$ cat src/rtl/block_add_sequencer.sv
// block_add_sequencer: W-bit add (or subtract) of two operands, computed one
// byte per cycle through a single 8-bit ripple-carry slice, LSB byte first.
// Optional feature macro: SEQ_SUB_EN adds the 'op' port (1 = a - b).
// Handshake: in_valid/in_ready to start; out_valid/out_ready to retire.
module block_add_sequencer #(
  parameter int BEATS = 4
) (
  input  logic               clk,
  input  logic               rst_n,
  input  logic               in_valid,
  output logic               in_ready,
  input  logic [8*BEATS-1:0] a,
  input  logic [8*BEATS-1:0] b,
  input  logic               cin,
`ifdef SEQ_SUB_EN
  input  logic               op,
`endif
  output logic               out_valid,
  input  logic               out_ready,
  output logic [8*BEATS-1:0] sum,
  output logic               cout,
  output logic               ovf
);

  localparam int W  = 8 * BEATS;
  localparam int KW = (BEATS > 1) ? $clog2(BEATS) : 1;

  typedef enum logic [1:0] {
    S_IDLE,
    S_RUN,
    S_DONE
  } state_t;

  state_t          state_q, state_d;
  logic [W-1:0]    a_q, b_q, sum_q;
  logic [KW-1:0]   k_q;
  logic [KW+2:0]   byte_idx;
  logic            carry_q, cout_q, ovf_q;
  logic            ready_en_q;
  logic            sub_q;
  logic            accept, last_beat;

  // Slice signals for the byte currently being processed.
  logic [7:0]      a_byte, b_byte, s_byte;
  logic            c_out, c_msb_in;

  assign in_ready  = (state_q == S_IDLE) && ready_en_q;
  assign out_valid = (state_q == S_DONE);
  assign accept    = in_valid && in_ready;
  assign last_beat = (k_q == KW'(BEATS - 1));
  assign byte_idx  = {k_q, 3'b000};

  assign sum  = sum_q;
  assign cout = cout_q;
  assign ovf  = ovf_q;

`ifndef SEQ_SUB_EN
  assign sub_q = 1'b0;
`endif

  // State register.
  // NOTE: sequential state is written with <= so every flop samples the
  // pre-edge values; blocking here would create order-dependent simulation.
  always_ff @(posedge clk or negedge rst_n) begin
    if (!rst_n) state_q <= S_IDLE;
    else        state_q <= state_d;
  end

  // Next-state logic: IDLE -> RUN on accept, RUN -> DONE after the last beat,
  // DONE -> IDLE when the consumer takes the result.
  // NOTE: state_d gets its default first so no path leaves it unassigned,
  // which would otherwise infer a latch.
  always_comb begin
    state_d = state_q;
    case (state_q)
      S_IDLE: if (accept)    state_d = S_RUN;
      S_RUN:  if (last_beat) state_d = S_DONE;
      S_DONE: if (out_ready) state_d = S_IDLE;
      default:               state_d = S_IDLE;
    endcase
  end

  // One 8-bit ripple-carry slice; b is inverted per byte when subtracting.
  always_comb begin
    a_byte            = a_q[byte_idx +: 8];
    b_byte            = b_q[byte_idx +: 8] ^ {8{sub_q}};
    {c_out, s_byte}   = {1'b0, a_byte} + {1'b0, b_byte} + {8'd0, carry_q};
    // Carry into bit 7 recovered from the sum bit: s7 = a7 ^ b7 ^ c7.
    c_msb_in          = a_byte[7] ^ b_byte[7] ^ s_byte[7];
  end

  // Operand latch, beat counter, carry chain and result registers.
  always_ff @(posedge clk or negedge rst_n) begin
    if (!rst_n) begin
      a_q        <= '0;
      b_q        <= '0;
      sum_q      <= '0;
      k_q        <= '0;
      carry_q    <= 1'b0;
      cout_q     <= 1'b0;
      ovf_q      <= 1'b0;
      ready_en_q <= 1'b0;
`ifdef SEQ_SUB_EN
      sub_q      <= 1'b0;
`endif
    end else begin
      // Holds in_ready low through reset and raises it on the first edge after.
      ready_en_q <= 1'b1;
      case (state_q)
        S_IDLE: begin
          if (accept) begin
            a_q    <= a;
            b_q    <= b;
            k_q    <= '0;
            sum_q  <= '0;
            cout_q <= 1'b0;
            ovf_q  <= 1'b0;
`ifdef SEQ_SUB_EN
            sub_q   <= op;
            // Subtraction is a + ~b + 1, so the caller's carry-in is ignored.
            carry_q <= op ? 1'b1 : cin;
`else
            carry_q <= cin;
`endif
          end
        end
        S_RUN: begin
          sum_q[byte_idx +: 8] <= s_byte;
          carry_q              <= c_out;
          k_q                  <= k_q + 1'b1;
          if (last_beat) begin
            k_q    <= '0;
            cout_q <= c_out;
            ovf_q  <= c_msb_in ^ c_out;
          end
        end
        default: ;
      endcase
    end
  end

endmodule

$ cat config.mk
export PLATFORM = sky130hd
export DESIGN_NAME = block_add_sequencer
export DESIGN_NICKNAME = d
export VERILOG_FILES = /design/src/rtl/block_add_sequencer.sv
export SDC_FILE = /design/constraint.sdc
export NUM_CORES = 1
export LEC_CHECK = 0
export CAP_MARGIN = 0
export CORE_MARGIN = 10
export CORE_UTILIZATION = 46
export DETAILED_ROUTE_END_ITERATION = 16
export PLACE_DENSITY_LB_ADDON = 0.2
export SLEW_MARGIN = 5
export SYNTH_ARGS = -nofsm -noshare
export SYNTH_HDL_FRONTEND = slang
export SYNTH_SLANG_ARGS = --single-unit
$ cat constraint.sdc
create_clock -name clk -period 3 [get_ports clk]
set_clock_uncertainty 0.2 [all_clocks]
set_input_delay 0.6 -clock clk [delete_from_list [all_inputs] [get_ports clk]]
set_output_delay 0.6 -clock clk [all_outputs]
set_load 0.01 [all_outputs]
Word level (Yosys, flattened, before mapping)

Cells that the tools add are included.
Widths: inputs -> output; s select.

Register bits: 104
Bits of input ports: 69
Output and inout bits: 36
Logic and storage cells: 51

Add/sub/neg operators: 4
Equality and inequality tests: 6
Shifts and indexed selects: 4
Mux-type cells: 17
Bitwise operators: 3
Reductions and logical operators: 8

Operators by type and width:

| cell                   | number |
|---|---|
| $pmux 32 s2            | 1 |
| $shiftx 32x6->8        | 2 |
| $bwmux 32              | 1 |
| $mux 32                | 1 |
| $shift 8x7->32 const A | 1 |
| $shiftx 8x7->32        | 1 |
| $mux 2                 | 5 |
| $add 8x8->9            | 1 |
| $add 9x1->9            | 1 |
| $neg 5->7              | 1 |
| $pmux 1 s2             | 3 |
| $pmux 2 s3             | 1 |
| $reduce_and 3->1       | 2 |
| $eq 2x2->1 const B     | 2 |
| $mux 1                 | 4 |
| $ne 2x2->1 const B     | 2 |
| $pmux 2 s2             | 1 |
| $reduce_and 2->1       | 2 |
| $xor 1x1->1            | 3 |
| $add 2x1->2 const B    | 1 |
| $eq 2x1->1 const B     | 1 |
| $logic_and 1x1->1      | 2 |
| $logic_not 2->1        | 1 |
| $ne 2x1->1 const B     | 1 |
| $reduce_bool 2->1      | 1 |

Logic depth before layout (Yosys ltp)

Gate-level depths: netlist of the first run.

Depth after elaboration: 7
Gate-level depth with buffers: 10
Mapped depth without buffers: 9

Worst setup path after synthesis of the first run

OpenSTA, ideal clock, no wires.

Path type: register to register
Start point: reg k_q[0]
End point: reg sum_q[22], in the netlist sum[22]
Setup time: 0.077 ns
Arrival: 2.924 ns
Required time: 2.723 ns
Path slack: -0.201 ns
Stages on the path, launching flop included: 11
Path buffers: 1
Clock period less this slack: 3.201 ns
Cells stage by stage: dfrtp_1 buf_2 mux4_2 fa_1 inv_1 fa_1 nor2b_4 o31a_1 or4_1 o311a_2 o21ai_1

Word-level cells in the longest chain between the ends: 6
Elaborated cells between the ends (all ways): 9
Those cells by class: 3 x add/sub; 4 x shift; 2 x mux

Ends and longest elaborated chain:

| element                            | RTL line | text |
|---|---|---|
| from (decl)                        | 36       | `logic [KW-1:0] k_q;` |
| from (signal assigned)             | 130      | `k_q <= k_q + 1'b1;` |
| $shiftx 32x6->8 (on tied branches) | 85, 86   |  |
| $add 8x8->9                        | 87       | `{c_out, s_byte} = {1'b0, a_byte} + {1'b0, b_byte} + {8'd0, carry_q};` |
| $add 9x1->9                        | 87       |  |
| $shiftx 8x7->32                    | 128      | `sum_q[byte_idx +: 8] <= s_byte;` |
| $bwmux 32 *                        | 128      |  |
| $pmux 32 s2 *                      | 109      | `case (state_q)` |
| to (signal, indexed assignment)    | 128      |  |
| to (decl)                          | 35       | `logic [W-1:0] a_q, b_q, sum_q;` |

Every way passes the cells marked *; elsewhere a longest branch is shown, timed or not.
A chain may end at the register's enable or synchronous reset.

Worst setup path in the final report of the first run

Start point: reg k_q[0]
End point: reg sum_q[6], in the netlist sum[6]

Same word-level chain as after synthesis.

==> summary.json, run 1 <==
{
  "clock_network": {
    "h-tree-depth": 3,
    "cts.reportedPaths.clkPinSlew_ns": 0.10,
    "cts_buffer_depth": 2,
    "clk-insertion-delay-late_ns": 0.37,
    "cts_inserted_buffers": 9,
    "cts_tree": "yes",
    "cts_hold_buffers": 0,
    "clkSinkCount": 104,
    "ctsRootBufferMaster": "sky130_fd_sc_hd__clkbuf_8"
  },
  "layout": {
    "finish.net_count": 534,
    "fin_cells": 590,
    "area_delta_synth_final_pct": 33.5,
    "mostFrequentLayoutCells": "sky130_fd_sc_hd__dfrtp_1, sky130_fd_sc_hd__clkdlybuf4s50_1, sky130_fd_sc_hd__mux2_1, sky130_fd_sc_hd__buf_4, sky130_fd_sc_hd__a22o_1",
    "post_route_cells_drive_above_1_share": 0.160,
    "antenna_cells": 0,
    "post-route-util": 0.634,
    "filler_cell_count": 771
  },
  "sta": {
    "fin_crit_sh": 1.01,
    "slew-limit-headroom": 0.513,
    "finalWorstPathRequiredPeriod_ns": 3.04,
    "slew_violations": 0,
    "setup_viol": 4,
    "layout_setup_ws_ns": -0.0413,
    "final_hold_viol_count": 0,
    "fmaxAchievable_mhz": 329,
    "timing.setup.tns_ns": -0.121,
    "rsz0062_at_grt": "yes",
    "tightest_slew_ns": 0.730
  },
  "power": {
    "power.share.switching": 0.396,
    "comb_power_share": 0.600,
    "share_seq_of_total_power": 0.296,
    "cellLeakagePower_nw": 2.68,
    "power.ir.vdd_worst_mv": 0.690,
    "power.clock.fraction": 0.103,
    "internal_power_mw": 4.87,
    "power_switching_mw": 3.20,
    "power.density_nw_per_um2": 1290
  },
  "detailed_routing": {
    "antenna_left": 0,
    "routedWlPerCell_um": 18.7,
    "vias_per_cell": 5.31,
    "firstDrtPassIters": 4,
    "route.detailed.drc": 0,
    "vias_after_detailed_routing": 3130,
    "number_of_design_rule_violations_left_by_the_first_detailed_router_iteration": 130,
    "totalWireLength_mm": 11.0
  },
  "synthesis": {
    "syn_area_um2": 4680,
    "post_synth.cell_area_avg_um2": 14.3,
    "synth_fp_nets": 409,
    "ys_ff_latch": 104,
    "synth.yosys.seq_area_share": 0.556,
    "yosysWarningCount": 0,
    "synth_cells": 327,
    "synth_cell_types": 43
  },
  "setup_path": {
    "regToRegStartpoint": "k_q[0]",
    "critPathCaptureType": "register",
    "cp-start-kind": "register",
    "worst_path_largest_cell_delay_ns": 0.54,
    "cp_max_stage_cell": "sky130_fd_sc_hd__mux4_2",
    "critical_path.cell_chain": "mux4_2 > fa_2 > inv_2 > fa_2 > nor2b_4 > o31a_1 > or4_1 > o311a_4 > o21ai_2",
    "crit_path_max_fanout": 5,
    "startpoint": "k_q[0]",
    "cp.required_ns": 3.09,
    "criticalPathCategory": "register to register",
    "critPathArrivalTime_ns": 3.13,
    "critPathMostFrequentCell": "sky130_fd_sc_hd__fa_2",
    "setup.reg_to_reg.worst_slack_ns": -0.04
  },
  "placed_design": {
    "placement.io_buffers": 104,
    "post-place-ws_ns": -0.0521,
    "cell_total_after_placement": 573,
    "globalplace.congestion": 0.902,
    "post_detail_place_hpwl_mm": 8.54
  },
  "die": {
    "design.die.area_um2": 14600,
    "core_um2": 9860,
    "row_count": 36,
    "initial_utilization": 0.475,
    "die-height_um": 121,
    "die_w_um": 121,
    "number_of_i_o_pins": 105
  },
  "grt": {
    "overflow": 0,
    "grt_pass1_wl_mm": 18.1,
    "use_met2": 0.258,
    "globalRouteTotalUtil": 0.154,
    "globalRouteMet1Util": 0.188,
    "grt_util_met3": 0.0498,
    "gr-max-usage-layer": "met2",
    "grt_max_degree": 56,
    "number_of_antenna_violations_at_the_first_check_in_global_routing": 0,
    "vias_in_the_first_global_route": 3481
  },
  "status": {
    "violated_checks": "negative setup slack",
    "outcome": "complete, but fails checks"
  },
  "flow_run": {
    "number_of_max_cap_violations": 0
  },
  "hold_path": {
    "worst_hold_path_type": "input pin to async pin"
  }
}
==> sequential cells by signal (all words and copies together) (netlist names) <==
name and cells:
a_q 32, b_q 32, sum 32, k_q 2, state_q 2, carry_q 1
cout 1, ovf 1, ready_en_q 1
==> metrics by stage <==
stage / power [mW] / hold slack, ns / cell area (um2)
6_report: 8.07 / 0.0652 / 6250
5_1_grt: 8.68 / 0.111 / 6250
4_1_cts: 7.99 / 0.0921 / 6220
3_5_place_dp: 7.13 / 0.273 / 6030
3_3_place_gp: 7.03 / 0.260 / 6030
2_1_floorplan: 5.17 / 0.104 / 4690
==> cell usage after synthesis (all sizes together) <==
master | instances | share of area
dfrtp | 104 | 0.56
mux2 | 64 | 0.15
a22o | 24 | 0.045
mux4 | 16 | 0.077
nand2 | 15 | 0.012
buf | 14 | 0.017
o21ai | 12 | 0.013
ha | 11 | 0.029
a21oi | 10 | 0.012
inv | 8 | 0.0064
xnor2 | 5 | 0.0094
a21o | 3 | 0.0048
clkbuf | 3 | 0.0024
nand3 | 3 | 0.0032
nor2b | 3 | 0.0056
nor3 | 3 | 0.0032
and2 | 2 | 0.0027
and3 | 2 | 0.0027
and3b | 2 | 0.0037
fa | 2 | 0.0086
nand2b | 2 | 0.0027
nor2 | 2 | 0.0016
or4 | 2 | 0.0032
a211oi | 1 | 0.0016
a221oi | 1 | 0.0032
a31oi | 1 | 0.0013
conb | 1 | 0.00080
nand3b | 1 | 0.0016
nand4 | 1 | 0.0013
nor3b | 1 | 0.0016
nor4 | 1 | 0.0013
o21a | 1 | 0.0016
o21bai | 1 | 0.0016
o311a | 1 | 0.0024
o31a | 1 | 0.0019
o31ai | 1 | 0.0016
or3 | 1 | 0.0013
xor2 | 1 | 0.0019
==> final cells by class <==
class	instances	area, um2	area share
clock inverter	6	52.6	0.00841
timing repair buffer	131	1270	0.204
inverter	8	30.0	0.00480
sequential	104	2600	0.417
tap	133	166	0.0266
clock buffer	10	138	0.0220
multi-input combinational	198	1990	0.318
==> cells by family (layout without fill, tap and decap cells) <==
| kind of cell | after synthesis | count (layout) | synth area share |
|---|---|---|---|
| multiplexers | 80 | 80 | 0.231 |
| AO/OA/AOI/OAI | 57 | 57 | 0.0901 |
| other | 1 | 1 | 0.000801 |
| XOR/XNOR | 6 | 6 | 0.0112 |
| AND/OR/NAND/NOR | 41 | 41 | 0.0478 |
| adder cells (fa/ha/maj) | 13 | 13 | 0.0379 |
| buffers and inverters | 25 | 155 | 0.0254 |
| flip-flops | 104 | 104 | 0.556 |
==> layer usage <==
layer	up-vias	wire length (um)
li1	1455	-
met1	1570	4670
met2	91	5510
met3	14	746
met4	0	114
met5	-	0
==> power by group through the flow <==
stage          registers [mW]  clock network [mW]  logic (mW)
2_1_floorplan            2.36                   0        2.80
3_3_place_gp             2.41                   0        4.62
3_5_place_dp             2.43                   0        4.70
4_1_cts                  2.40               0.857        4.73
5_1_grt                  2.48               0.913        5.29
6_report                 2.39               0.832        4.84
==> worst paths after layout <==
check                                to  cells past startpoint
max in group asynchronous        b_q[1]                      2
worst min-delay path            a_q[15]                      1
worst max register to register   sum[6]                      9
min in group clk                b_q[22]                      1
worst min register to register  b_q[22]                      1
worst max-delay path             sum[6]                      9
==> critical path: cells and delay by family, from the launching register on <==
family                     cells  cell delay [ns]
DFF                            1             0.44
and+or+nand+nor                2             0.50
muxes                          1             0.54
AOI/OAI and AO/OA              3             0.60
buffers and inverters          1             0.07
adders and majority gates      2             0.62
==> what timing repair did <==
action / in CTS / in global routing
pin swaps: 1 / 3
setup endpoints to repair: 5 / 5
buffers inserted: 0 / 1
gates resized for setup: 2 / 4
(Power assumes the default switching activity.)
==> inputs of run 2 (changes only) <==
--- a/config.mk
+++ b/config.mk
@@ -10,7 +10,6 @@
 export CORE_UTILIZATION = 46
 export DETAILED_ROUTE_END_ITERATION = 16
 export PLACE_DENSITY_LB_ADDON = 0.2
-export SLEW_MARGIN = 5
 export SYNTH_ARGS = -nofsm -noshare
 export SYNTH_HDL_FRONTEND = slang
 export SYNTH_SLANG_ARGS = --single-unit
==> results of run 2 <==
The final DEF is identical to that of run 1; final timing and power are the same.
==> inputs of run 3 (changes only) <==
--- a/config.mk
+++ b/config.mk
@@ -5,9 +5,11 @@
 export SDC_FILE = /design/constraint.sdc
 export NUM_CORES = 1
 export LEC_CHECK = 0
+export ABC_AREA = 1
 export CAP_MARGIN = 0
 export CORE_MARGIN = 10
-export CORE_UTILIZATION = 46
+export CORE_UTILIZATION = 47
+export CTS_BUF_LIST = sky130_fd_sc_hd__clkbuf_16
 export DETAILED_ROUTE_END_ITERATION = 16
 export PLACE_DENSITY_LB_ADDON = 0.2
 export SYNTH_ARGS = -nofsm -noshare
==> run 3 against run 2 <==
  * The run now ends clean
  * Maximum frequency up 9.7%
  * Non-clock buffer count down 14
  * Synthesized area up 9.1%
  * Sequential share of layout area down 2.4 points
  * Final area up 6.2%
  * First-iteration DRC count up 95%
  * Synthesized cell count up 46%
==> summary.json, run 3 <==
{
  "setup_path": {
    "cp-start-kind": "register",
    "crit_path_max_fanout": 13,
    "critPathCaptureType": "register",
    "critPathArrivalTime_ns": 2.81,
    "startpoint": "k_q[0]",
    "regToRegStartpoint": "k_q[0]",
    "reg2reg_depth": 15,
    "criticalPathCategory": "register to register",
    "cp.required_ns": 3.04
  },
  "hold_path": {
    "number_of_instances_on_the_worst_hold_path": 2,
    "worst_hold_startpoint": "sum[28]",
    "worst_hold_path_type": "register to register"
  },
  "power": {
    "power.clock.fraction": 0.147,
    "internal_power_mw": 4.73,
    "power.share.switching": 0.423,
    "total_power_mw": 8.20,
    "comb_power_share": 0.555,
    "power.ir.vdd_worst_mv": 0.587,
    "power.density_nw_per_um2": 1240,
    "power_switching_mw": 3.47,
    "cellLeakagePower_nw": 3.15,
    "share_seq_of_total_power": 0.299
  },
  "sta": {
    "finalWorstPathRequiredPeriod_ns": 2.77,
    "slew_violations": 0,
    "timing.setup.tns_ns": 0,
    "rsz0062_at_grt": "no",
    "setup_viol": 0,
    "fin_crit_sh": 0.924,
    "final_hold_viol_count": 0,
    "fmaxAchievable_mhz": 361
  },
  "detailed_routing": {
    "number_of_design_rule_violations_left_by_the_first_detailed_router_iteration": 253,
    "antenna_left": 0,
    "route.detailed.drc": 0,
    "totalWireLength_mm": 12.3,
    "firstDrtPassIters": 4,
    "vias_after_detailed_routing": 3747,
    "vias_per_cell": 5.15,
    "routedWlPerCell_um": 16.8
  },
  "clock_network": {
    "cts_inserted_buffers": 9,
    "clk-insertion-delay-late_ns": 0.35,
    "clkSinkCount": 104,
    "ctsRootBufferMaster": "sky130_fd_sc_hd__clkbuf_16",
    "cts.reportedPaths.clkPinSlew_ns": 0.07,
    "cts_tree": "yes",
    "cts_buffer_depth": 2,
    "h-tree-depth": 3
  },
  "synthesis": {
    "post-synth-top-area-fraction": 0.509,
    "ys_ff_latch": 104,
    "yosys.cell_count.top_type": "sky130_fd_sc_hd__dfrtp_1",
    "post_synth.cell_area_avg_um2": 10.7,
    "yosysWarningCount": 0,
    "synth_enable_flop_cells": 0,
    "post-synth-top-area-cell": "sky130_fd_sc_hd__dfrtp_1",
    "ys_top_cells_by_area": "sky130_fd_sc_hd__dfrtp_1, sky130_fd_sc_hd__mux2_4, sky130_fd_sc_hd__nand2_1, sky130_fd_sc_hd__o21ai_0, sky130_fd_sc_hd__mux2_2",
    "synth_fp_nets": 558,
    "synth.yosys.seq_area_share": 0.509,
    "synth_cells": 476,
    "synth-async-reset-ratio": 1.00,
    "synth_cell_types": 36,
    "yosys_most_used_dff": "sky130_fd_sc_hd__dfrtp_1",
    "syn_area_um2": 5110,
    "post_synth_most_frequent_cells": "sky130_fd_sc_hd__dfrtp_1, sky130_fd_sc_hd__nand2_1, sky130_fd_sc_hd__mux2_4"
  },
  "layout": {
    "post-route-util": 0.617,
    "area_delta_synth_final_pct": 29.8,
    "final-seq-area_um2": 2600,
    "multi_input_comb_area_um2": 2240,
    "filler_cell_count": 906,
    "antenna_cells": 0,
    "most_frequent_standard_cell_in_the_layout_excluding_fill_and_tap_cells": "sky130_fd_sc_hd__dfrtp_1",
    "fin_cells": 728,
    "mostFrequentLayoutCells": "sky130_fd_sc_hd__dfrtp_1, sky130_fd_sc_hd__clkdlybuf4s50_1, sky130_fd_sc_hd__nand2_1, sky130_fd_sc_hd__mux2_4, sky130_fd_sc_hd__o21ai_0",
    "finish.net_count": 666,
    "post_route_cells_drive_above_1_share": 0.184
  },
  "die": {
    "design.die.area_um2": 15400,
    "core_um2": 10700,
    "number_of_i_o_pins": 105,
    "initial_utilization": 0.476,
    "die-height_um": 124,
    "die_w_um": 124,
    "row_count": 38
  },
  "placed_design": {
    "globalplace.congestion": 0.847,
    "placement.io_buffers": 104,
    "cell_total_after_placement": 712,
    "post_detail_place_hpwl_mm": 9.45
  },
  "grt": {
    "globalRouteTotalUtil": 0.156,
    "number_of_antenna_violations_at_the_first_check_in_global_routing": 0,
    "vias_in_the_first_global_route": 3953,
    "grt_pass1_wl_mm": 20.4,
    "overflow": 0,
    "grt_max_degree": 66
  },
  "status": {
    "outcome": "finished, final reports clean"
  },
  "flow_run": {
    "number_of_max_cap_violations": 0
  }
}
-- run 3: cell types whose count changed after synthesis, sizes merged, moves of 13 or more --
cell	previous run	this run
nand2	15	87
nor2	2	39
o21ai	12	44
inv	8	38
a22o	24	2
o22ai	0	19
mux4	16	0
nand3	3	16
-- run 3: cell families (layout without fill, tap and decap cells) --
logic type / Yosys count / in the layout / synth area share
buffers and inverters: 59 / 171 / 0.0531
other: 1 / 1 / 0.000734
adder cells (fa/ha/maj): 13 / 13 / 0.0348
XOR/XNOR: 3 / 3 / 0.00514
AO/OA/AOI/OAI: 76 / 76 / 0.0867
flip-flops: 104 / 104 / 0.509
multiplexers: 64 / 64 / 0.177
AND/OR/NAND/NOR: 156 / 156 / 0.133
-- run 3: layout make-up --
cell class	instances	share of cell area
Clock inverter	6	0.0115
Timing Repair Buffer	117	0.176
Multi-Input combinational cell	313	0.337
Sequential cell	104	0.392
Tap cell	140	0.0264
Clock buffer	9	0.0339
Inverter	39	0.0226
-- run 3: layer usage --
metal / GRT usage / wire (um) / up-vias / part of all wire
met4: 0.0404 / 122 / 0 / 0.010
li1: - / - / 1823 / -
met3: 0.0396 / 692 / 10 / 0.056
met2: 0.249 / 5760 / 105 / 0.47
met5: 0 / 0 / - / 0
met1: 0.205 / 5680 / 1809 / 0.46
-- run 3: what timing repair did --
action                     CTS  global route
gates resized for setup      0             3
buffers inserted             0             0
setup endpoints to repair    0             3
hold endpoints to repair     9             0
hold buffers                 1             0
-- run 3: worst paths after layout --
check / end / slack [ns]
max reg2reg: ovf / 0.23
max in group asynchronous: b_q[6] / 1.48
min reg2reg: sum[28] / 0.28
min in group asynchronous: ready_en_q / 0.42
min: sum[28] / 0.28
max: ovf / 0.23
-- run 3: critical path, stage by stage (launching register included) --
cell	delay, ns
sky130_fd_sc_hd__dfrtp_1	0.41
sky130_fd_sc_hd__clkinvlp_4	0.17
sky130_fd_sc_hd__buf_4	0.21
sky130_fd_sc_hd__nor2_1	0.06
sky130_fd_sc_hd__o22ai_1	0.25
sky130_fd_sc_hd__fa_1	0.24
sky130_fd_sc_hd__inv_1	0.05
sky130_fd_sc_hd__fa_1	0.39
sky130_fd_sc_hd__inv_1	0.09
sky130_fd_sc_hd__nand2_1	0.05
sky130_fd_sc_hd__nand2_1	0.09
sky130_fd_sc_hd__nand2_1	0.09
sky130_fd_sc_hd__nand2_1	0.13
sky130_fd_sc_hd__nand2_1	0.07
sky130_fd_sc_hd__nand3_1	0.10
sky130_fd_sc_hd__nand2_1	0.05
-- run 3: power groups by stage --
stage	combinational [mW]	sequential, mW	clock [mW]
3_3_place_gp	4.40	2.45	0
4_1_cts	4.52	2.45	1.21
5_1_grt	5.09	2.53	1.27
3_5_place_dp	4.51	2.46	0
6_report	4.55	2.45	1.20
2_1_floorplan	3.17	2.40	0
-- run 3: through the flow --
| stage | setup WS (ns) | hold slack [ns] | area [um2] |
|---|---|---|---|
| after floorplan | 0.331 | 0.104 | 5110 |
| after global placement | 0.326 | 0.244 | 6310 |
| after detailed placement | 0.223 | 0.246 | 6310 |
| after CTS | 0.205 | 0.288 | 6630 |
| after global routing | 0.0248 | 0.309 | 6640 |
| final | 0.228 | 0.284 | 6640 |
